$ cat src/rtl/exu_csr_pkg.sv
// Shared encodings for the EXU CSR controller: Zicsr funct3 values, FSM states
// and helpers that classify an incoming instruction.
package exu_csr_pkg;

    localparam logic [2:0] CSR_RW  = 3'b001;
    localparam logic [2:0] CSR_RS  = 3'b010;
    localparam logic [2:0] CSR_RC  = 3'b011;
    localparam logic [2:0] CSR_RWI = 3'b101;
    localparam logic [2:0] CSR_RSI = 3'b110;
    localparam logic [2:0] CSR_RCI = 3'b111;

    // Top two address bits equal to this mark a read-only CSR
    localparam logic [1:0] CSR_RO_FIELD = 2'b11;

    typedef enum logic [1:0] {
        ST_IDLE  = 2'd0,
        ST_READ  = 2'd1,
        ST_WRITE = 2'd2,
        ST_RESP  = 2'd3
    } csr_state_e;

    function automatic logic csr_func_valid(input logic [2:0] func);
        return (func == CSR_RW)  || (func == CSR_RS)  || (func == CSR_RC) ||
               (func == CSR_RWI) || (func == CSR_RSI) || (func == CSR_RCI);
    endfunction

    function automatic logic csr_func_is_rw(input logic [2:0] func);
        return (func == CSR_RW) || (func == CSR_RWI);
    endfunction

endpackage

$ cat src/rtl/exu_csr_alu.sv
// Combinational merge of the old CSR value with the source operand to form
// the write data (write / set bits / clear bits).
module exu_csr_alu #(
    parameter int XLEN = 32
) (
    input  logic [1:0]      i_mode,
    input  logic [XLEN-1:0] i_old,
    input  logic [XLEN-1:0] i_src,
    output logic [XLEN-1:0] o_wdat
);
    import exu_csr_pkg::*;

    // Register and immediate forms share funct3[1:0]
    always_comb begin
        o_wdat = i_src;
        case (i_mode)
            CSR_RS[1:0]: o_wdat = i_old | i_src;
            CSR_RC[1:0]: o_wdat = i_old & ~i_src;
            default:     o_wdat = i_src;
        endcase
    end

endmodule

$ cat src/rtl/exu_csr_ctl.sv
// CSR access sequencer: accepts one Zicsr op, performs the read-modify-write on
// the CSR file and returns the old value plus an illegal-instruction flag.
module exu_csr_ctl #(
    parameter int XLEN = 32,
    parameter int IDXW = 12
) (
    input  logic            clk,
    input  logic            rst,
    input  logic            op_valid,
    output logic            op_ready,
    input  logic [2:0]      op_func,
    input  logic [IDXW-1:0] op_idx,
    input  logic [XLEN-1:0] op_src,
    input  logic            op_rd_zero,
    input  logic            op_src_zero,
    input  logic            flush,
    output logic            csr_ren,
    output logic            csr_wen,
    output logic [IDXW-1:0] csr_idx,
    output logic [XLEN-1:0] csr_wdat,
    input  logic [XLEN-1:0] csr_rdat,
    output logic            rsp_valid,
    input  logic            rsp_ready,
    output logic [XLEN-1:0] rsp_data,
    output logic            rsp_ill
);
    import exu_csr_pkg::*;

    csr_state_e      r_state;
    csr_state_e      w_state_next;
    logic [IDXW-1:0] r_idx;
    logic [XLEN-1:0] r_src;
    logic [XLEN-1:0] r_old;
    logic [1:0]      r_func;
    logic            r_do_wr;
    logic            r_ill;

    logic w_accept;
    logic w_is_rw;
    logic w_do_rd;
    logic w_do_wr;
    logic w_ill;

    assign w_is_rw  = csr_func_is_rw(op_func);
    assign w_do_rd  = !(w_is_rw && op_rd_zero);
    assign w_do_wr  = w_is_rw || !op_src_zero;
    assign w_ill    = !csr_func_valid(op_func) ||
                      (w_do_wr && (op_idx[IDXW-1 -: 2] == CSR_RO_FIELD));
    assign w_accept = op_valid && op_ready;

    always_ff @(posedge clk) begin
        if (rst) begin
            r_state <= ST_IDLE;
        end else begin
            r_state <= w_state_next;
        end
    end

    always_comb begin
        w_state_next = r_state;
        op_ready     = 1'b0;
        csr_ren      = 1'b0;
        csr_wen      = 1'b0;
        rsp_valid    = 1'b0;
        case (r_state)
            ST_IDLE: begin
                op_ready = 1'b1;
                if (op_valid) begin
                    if (w_ill)        w_state_next = ST_RESP;
                    else if (w_do_rd) w_state_next = ST_READ;
                    else              w_state_next = ST_WRITE;
                end
            end
            ST_READ: begin
                csr_ren      = 1'b1;
                w_state_next = r_do_wr ? ST_WRITE : ST_RESP;
            end
            ST_WRITE: begin
                csr_wen      = 1'b1;
                w_state_next = ST_RESP;
            end
            ST_RESP: begin
                rsp_valid = 1'b1;
                if (rsp_ready) w_state_next = ST_IDLE;
            end
            default: w_state_next = ST_IDLE;
        endcase
        // A flush kills strobes and the response in the same cycle
        if (flush) begin
            w_state_next = ST_IDLE;
            op_ready     = 1'b0;
            csr_ren      = 1'b0;
            csr_wen      = 1'b0;
            rsp_valid    = 1'b0;
        end
    end

    // Old value starts at zero so write-only ops merge against 0 and report 0
    always_ff @(posedge clk) begin
        if (rst) begin
            r_idx   <= '0;
            r_src   <= '0;
            r_old   <= '0;
            r_func  <= '0;
            r_do_wr <= 1'b0;
            r_ill   <= 1'b0;
        end else if (w_accept) begin
            r_idx   <= op_idx;
            r_src   <= op_src;
            r_old   <= '0;
            r_func  <= op_func[1:0];
            r_do_wr <= w_do_wr;
            r_ill   <= w_ill;
        end else if (csr_ren) begin
            r_old   <= csr_rdat;
        end
    end

    exu_csr_alu #(
        .XLEN(XLEN)
    ) u_alu (
        .i_mode (r_func),
        .i_old  (r_old),
        .i_src  (r_src),
        .o_wdat (csr_wdat)
    );

    assign csr_idx  = r_idx;
    assign rsp_data = r_old;
    assign rsp_ill  = r_ill;

endmodule
$ cat config.mk
export PLATFORM = sky130hd
export DESIGN_NAME = exu_csr_ctl
export DESIGN_NICKNAME = d
export VERILOG_FILES = /design/src/rtl/exu_csr_pkg.sv /design/src/rtl/exu_csr_alu.sv /design/src/rtl/exu_csr_ctl.sv
export SDC_FILE = /design/constraint.sdc
export NUM_CORES = 1
export LEC_CHECK = 0
export CORE_ASPECT_RATIO = 2
export CORE_MARGIN = 2
export CORE_UTILIZATION = 35
export CTS_BUF_LIST = sky130_fd_sc_hd__clkbuf_16
export CTS_CLUSTER_DIAMETER = 40
export DETAILED_ROUTE_END_ITERATION = 10
export DONT_BUFFER_PORTS = 1
export GPL_ROUTABILITY_DRIVEN = 0
export PLACE_DENSITY = 0.54
export SLEW_MARGIN = 20
export SYNTH_ARGS = -nofsm -noshare
export SYNTH_HDL_FRONTEND = slang
export SYNTH_SLANG_ARGS = --single-unit
$ cat constraint.sdc
create_clock -name clk -period 1.3 [get_ports clk]
set_input_delay 0.325 -clock clk [delete_from_list [all_inputs] [get_ports clk]]
set_output_delay 0.325 -clock clk [all_outputs]
set_load 0.005 [all_outputs]
==> results_dict.tcl, run 1 <==
set metrics [dict create \
    outcome "complete, but fails checks" \
    antenna_cells 0 \
    worstMarginPinSlew_ns 0.274 \
    slew_violations 0 \
    ir_drop_mv 0.628 \
    start_kind "register" \
    crit_chain "nand2_4 -> buf_12 -> nand2_1 -> o21ai_1 -> buf_4" \
    wl_mm 10.5 \
    critical-path-top-delay-family "flip-flops" \
    drtIter0Drc 110 \
    drv_cap 0 \
    grt_pass1_vias 3050 \
    io_buffers 0 \
    violations "setup timing" \
    drive_above_1_share_pct 36.3 \
    insertion_delay_ns 0.33 \
    ys_types 28 \
    finalCritPeriodShare_pct 118 \
    synth_nets 473 \
    final_cell_count_no_fill 525 \
    crit_path_end_kind "output port" \
    ys_ff_latch 82 \
    synth_cells 382 \
    cts_buffers 9 \
    placed_cells 486 \
    setup_ws_ns -0.238 \
    final_cell_mix "nand2_1, dfxtp_1, a22o_1, a21oi_2, o21ai_2" \
    crit_path_max_fanout 13 \
    initial_core_util_pct 35.4 \
    cts_tree "built" \
    setup_viol 118 \
    yosysWarnings 0 \
    finalPower_uw 5940 \
    fillers 878 \
    fmax_ghz 0.650 \
    ioPinCount 167 \
    globalRoute.totalOverflow 0 \
    critPathKind "register to output port" \
    cts_hold_buffers 0 \
    async_flop_share_pct 0 \
    remaining_drc_errors 0 \
    finalHoldViolations 0 \
    slew_headroom_pct 81.4 \
    grtUsageTotal_pct 20.2 \
    antenna_found_initial 0 \
    yosysTopAreaCell "dfxtp_1" \
    cp_slowest_cell "dfxtp_4" \
    ys.flop_type "dfxtp_1" \
    holdWs_ns 0.116 \
    cp.required_ns 0.98 \
    synthTopCellsByArea "dfxtp_1, nand2_1, a22o_1, a21oi_1, o21ai_0" \
    viasPerCell 5.60 \
    die_h_um 141 \
    p_leak_uw 0.00173 \
    h-tree-depth 3 \
    period_needed_ns 1.54 \
    cts_root_buffer "clkbuf_16" \
    dp_slack_ns -0.107 \
    slowest_delay_ns 0.40 \
    rsz0062_at_grt "yes" \
    core_um2 9260 \
    synth_top_area_share_pct 50.2 \
    final_common_cell "nand2_1" \
    grt_pass1_wl_mm 15.6 \
    yosysSeqAreaShare_pct 50.2 \
    power.density_nw_per_um2 1290 \
    die_w_um 72.4 \
    nets 507 \
    clk_pin_slew_ns 0.06 \
    finClkSkew_ns 0.00578 \
    wl_per_cell_um 20.0 \
    first_pass_iters 6 \
    area_delta_synth_final_pct 41.2 \
    hp-class "primary input to register" \
    fp.dieArea_um2 10200 \
    syn_avg_cell_area_um2 8.57 \
    synth_edf_count 0 \
    clockBufferDepth 2 \
    cts.sinks 82 \
    rows 50 \
    dp_hpwl_mm 6.83 \
    ant_nets 0 \
    path_buf_inv 2 \
    worstPathArrival_ns 1.21 \
    vias 2939 \
    synth_area_um2 3270 \
    grt_max_degree 26 \
]
## what timing repair did
action | 4_1_cts | 5_1_grt
gates resized for setup | 136 | 14
pin swaps | 19 | 18
buffers inserted | 13 | 4
cloned | 6 | 3
setup endpoints to repair | 118 | 118
## sequential cells by signal, summed over array words and instances, names as in the netlist
signal,cells
r_do_wr,1
csr_idx,12
r_src,32
r_func,2
r_state,2
rsp_ill,1
rsp_data,32
## layout make-up
| type | count | area (um2) | share of cell area (%) |
|---|---|---|---|
| clock buffers | 9 | 225 | 4.87 |
| clock inverters | 7 | 62.6 | 1.35 |
| multi-input cells | 268 | 1810 | 39.1 |
| inverters | 6 | 32.5 | 0.704 |
| well taps | 104 | 130 | 2.82 |
| repair buffers | 49 | 711 | 15.4 |
| flip-flops and latches | 82 | 1650 | 35.7 |
## worst register-to-register path: cells and delay by family, from the launching register on
family / cells / cell delay, ns
fa+ha+maj: 1 / 0.13
compound gates: 2 / 0.26
flops: 1 / 0.36
buf+inv: 4 / 0.52
simple gates: 1 / 0.16
## where the power goes
part	leakage (uW)	switching, uW	internal (uW)
Clock	0.000145	985	1470
Combinational	0.000912	363	408
Sequential	0.000669	102	2620
## final timing paths
check,start,endpoint,slack [ns],depth (start not counted)
worst max-delay path,r_func[1],csr_wdat[1],-0.24,5
worst min-delay path,op_src[7],r_src[7],0.12,1
worst max register to register,r_state[0],r_src[26],-0.23,8
worst min register to register,rsp_data[12],rsp_data[12],0.50,2
## synthesized netlist by cell type (all sizes together) (2+ instances only)
cell / number
dfxtp: 82
ha: 5
nor2: 2
a21oi: 45
a22o: 47
clkbuf: 3
inv: 6
nand2b: 2
nor2b: 4
o21ai: 29
nand2: 124
buf: 23
## cell families (layout without fill, tap and decap cells)
| logic type | after synthesis | count (layout) | synth area share (%) |
|---|---|---|---|
| DFF | 82 | 82 | 50.2 |
| and+or+nand+nor | 136 | 136 | 16.7 |
| adders and majority gates | 5 | 5 | 1.91 |
| buffers and inverters | 32 | 71 | 5.66 |
| AOI/OAI and AO/OA | 127 | 127 | 25.5 |
## layer usage
metal	vias to the layer above	track usage (%)	share of wire, %
met4	0	8.77	1.8
met5	-	0	0
met1	1417	19.9	35
met3	12	5.65	5.4
met2	114	37.7	57
li1	1396	-	-
## stage by stage
stage,setup TNS [ns],area [um2],util [%]
after floorplan,-0.566,3290,-
after global placement,-2.91,3540,38.2
after CTS,-19.97,4480,48.4
after global routing,-25.33,4620,49.9
final,-19.08,4620,49.9
after detailed placement,-4.72,3540,38.2
No activity file was read; power rests on OpenSTA's default activity.
==> run 2: changes to the inputs <==
SLEW_MARGIN = not set   (was 20)
==> results of run 2 <==
The final DEF is identical to that of run 1; final timing and power are the same.
==> variant, RTL diff (config.mk and constraints of run 1) <==
Set the parameter `IDXW` to 13 (it was 12).
--- a/src/rtl/exu_csr_ctl.sv
+++ b/src/rtl/exu_csr_ctl.sv
@@ -4,3 +4,3 @@
     parameter int XLEN = 32,
-    parameter int IDXW = 12
+    parameter int IDXW = 13
 ) (
Interface: changed (resized csr_idx and op_idx); port bits go from 167 to 169. No check against the original RTL was run, so the function may have changed too.
==> variant against run 1 <==
- the flow still finishes with violations (negative setup slack)
- die area grew 0.62%
- design area grew 4.0%
- maximum frequency shrank 1.9%
- sequential cell count grew 1
- highest routed layer unchanged
- total power grew 4.5%
- hold slack lost 0.0055 ns
- sequential share of layout area shrank 0.96 points
- area after synthesis grew 0.65%
- global-route usage shrank 0.66 points
- clock power grew 10%
- wire length grew 2.5%
- worst setup slack lost 0.030 ns
- combinational power shrank 6.6%
==> variant: results <==
group,metric,value,unit
timing,final.setup.worst_slack,-0.2680,ns
critical_path,crit_path_max_incr_delay,0.38,ns
critical_path,critPathArrivalTime,1.24,ns
critical_path,cp_max_fo,3,
synthesis,synthCells,384,
grt,grt_pass1_wl,15.07,mm
synthesis,synth_area_leaders,"dfxtp_1 (50%), nand2_1 (14%), a22o_1 (13%), a21oi_1 (6.7%), o21ai_0 (4.4%)",
run_status,failed_checks,"negative setup slack",
power_and_ir_drop,leakagePower,1.714,nW
timing,worstMarginPinSlew,0.2526,ns
power_and_ir_drop,vdd_ir_drop_max,898.8,uV
grt,use_met1,18.51,%
place,place_area,0.003560,sq mm
timing,fin_setup_tns,-19.85,ns
finish,nNetsFinal,501,
synthesis,yosysUniqueCellTypes,29,
synthesis,synth_nets,476,
synthesis,yosys-top-cells-count,"nand2_1 (123), dfxtp_1 (83), a22o_1 (48)",
finish,drive_gt1_share,41.55,%
route,wl,10.78,mm
route,drt_iter0_drc,97,
grt,use_met2,36.79,%
synthesis,yosysSeqAreaShare,50.44,%
power_and_ir_drop,switchingPower,0.001511,W
grt,grt_usage,19.49,%
route,num_vias,2927,
timing,setup_violations,119,
run_status,outcome,"complete, but fails checks",
route,detail_route.first_pass.iterations,4,
[variant: cell type report]
class	instances	area (sq um)
clock buffer	9	225.2
inverter	6	32.53
tap	104	130.1
multi-input combinational	269	2049
fill	872	4452
sequential	83	1672
clock inverter	7	92.59
timing repair buffer	40	605.6
[variant: what timing repair did]
item,4_1_cts,5_1_grt
cloned,4,5
setup buffers,5,3
endpoints found under the hold margin,0,0
gates resized for setup,118,80
pin swaps,6,33
setup endpoints to repair,118,119
[variant: metrics by stage]
stage / hold WS (ns) / utilization [%] / setup WS (ns)
2_1_floorplan: 0.4498 / - / -0.03264
3_3_place_gp: 0.4508 / 38.45 / -0.1353
3_5_place_dp: 0.4535 / 38.45 / -0.1611
4_1_cts: 0.09870 / 46.86 / -0.2738
5_1_grt: 0.09108 / 51.92 / -0.3066
6_report: 0.1109 / 51.92 / -0.2680
[variant: cell families (layout without fill, tap and decap cells)]
kind of cell | Yosys count | count (layout)
AOI/OAI and AO/OA | 128 | 128
adders and majority gates | 5 | 5
buffers and inverters | 32 | 62
DFF | 83 | 83
and+or+nand+nor | 136 | 136
[variant: critical path, delay by kind of cell, from the launching register on]
| kind | cells | cell delay [ns] |
|---|---|---|
| fa+ha+maj | 1 | 0.15 |
| flops | 1 | 0.38 |
| simple gates | 1 | 0.13 |
| buf+inv | 3 | 0.25 |
[variant: power groups by stage]
stage / combinational, W / sequential, W / clock, W
after floorplan: 0.000331 / 0.00277 / 0
after global placement: 0.000472 / 0.00279 / 0
after detailed placement: 0.000477 / 0.00279 / 0
after CTS: 0.000618 / 0.00276 / 0.00278
after global routing: 0.000771 / 0.00280 / 0.00288
final: 0.000721 / 0.00279 / 0.00270
[variant: routing by layer]
layer | share of wire (%) | routed length, um | vias up
met2 | 57 | 6093 | 130
li1 | - | - | 1384
met5 | 0 | 0 | -
met4 | 2.2 | 236 | 0
met1 | 34 | 3658 | 1398
met3 | 7.4 | 796 | 15
[variant: final timing paths]
| check | start | endpoint | slack, ns | cells past startpoint |
|---|---|---|---|---|
| worst max-delay path | r_state[0]$_SDFFE_PP0P_ | op_ready | -0.27 | 5 |
| worst min-delay path | op_src[2] | r_src[2]$_SDFFE_PP0P_ | 0.11 | 1 |
| worst max register to register | r_state[0]$_SDFFE_PP0P_ | r_src[9]$_SDFFE_PP0P_ | -0.19 | 7 |
| worst min register to register | rsp_data[17]$_SDFFE_PP0P_ | rsp_data[17]$_SDFFE_PP0P_ | 0.49 | 2 |
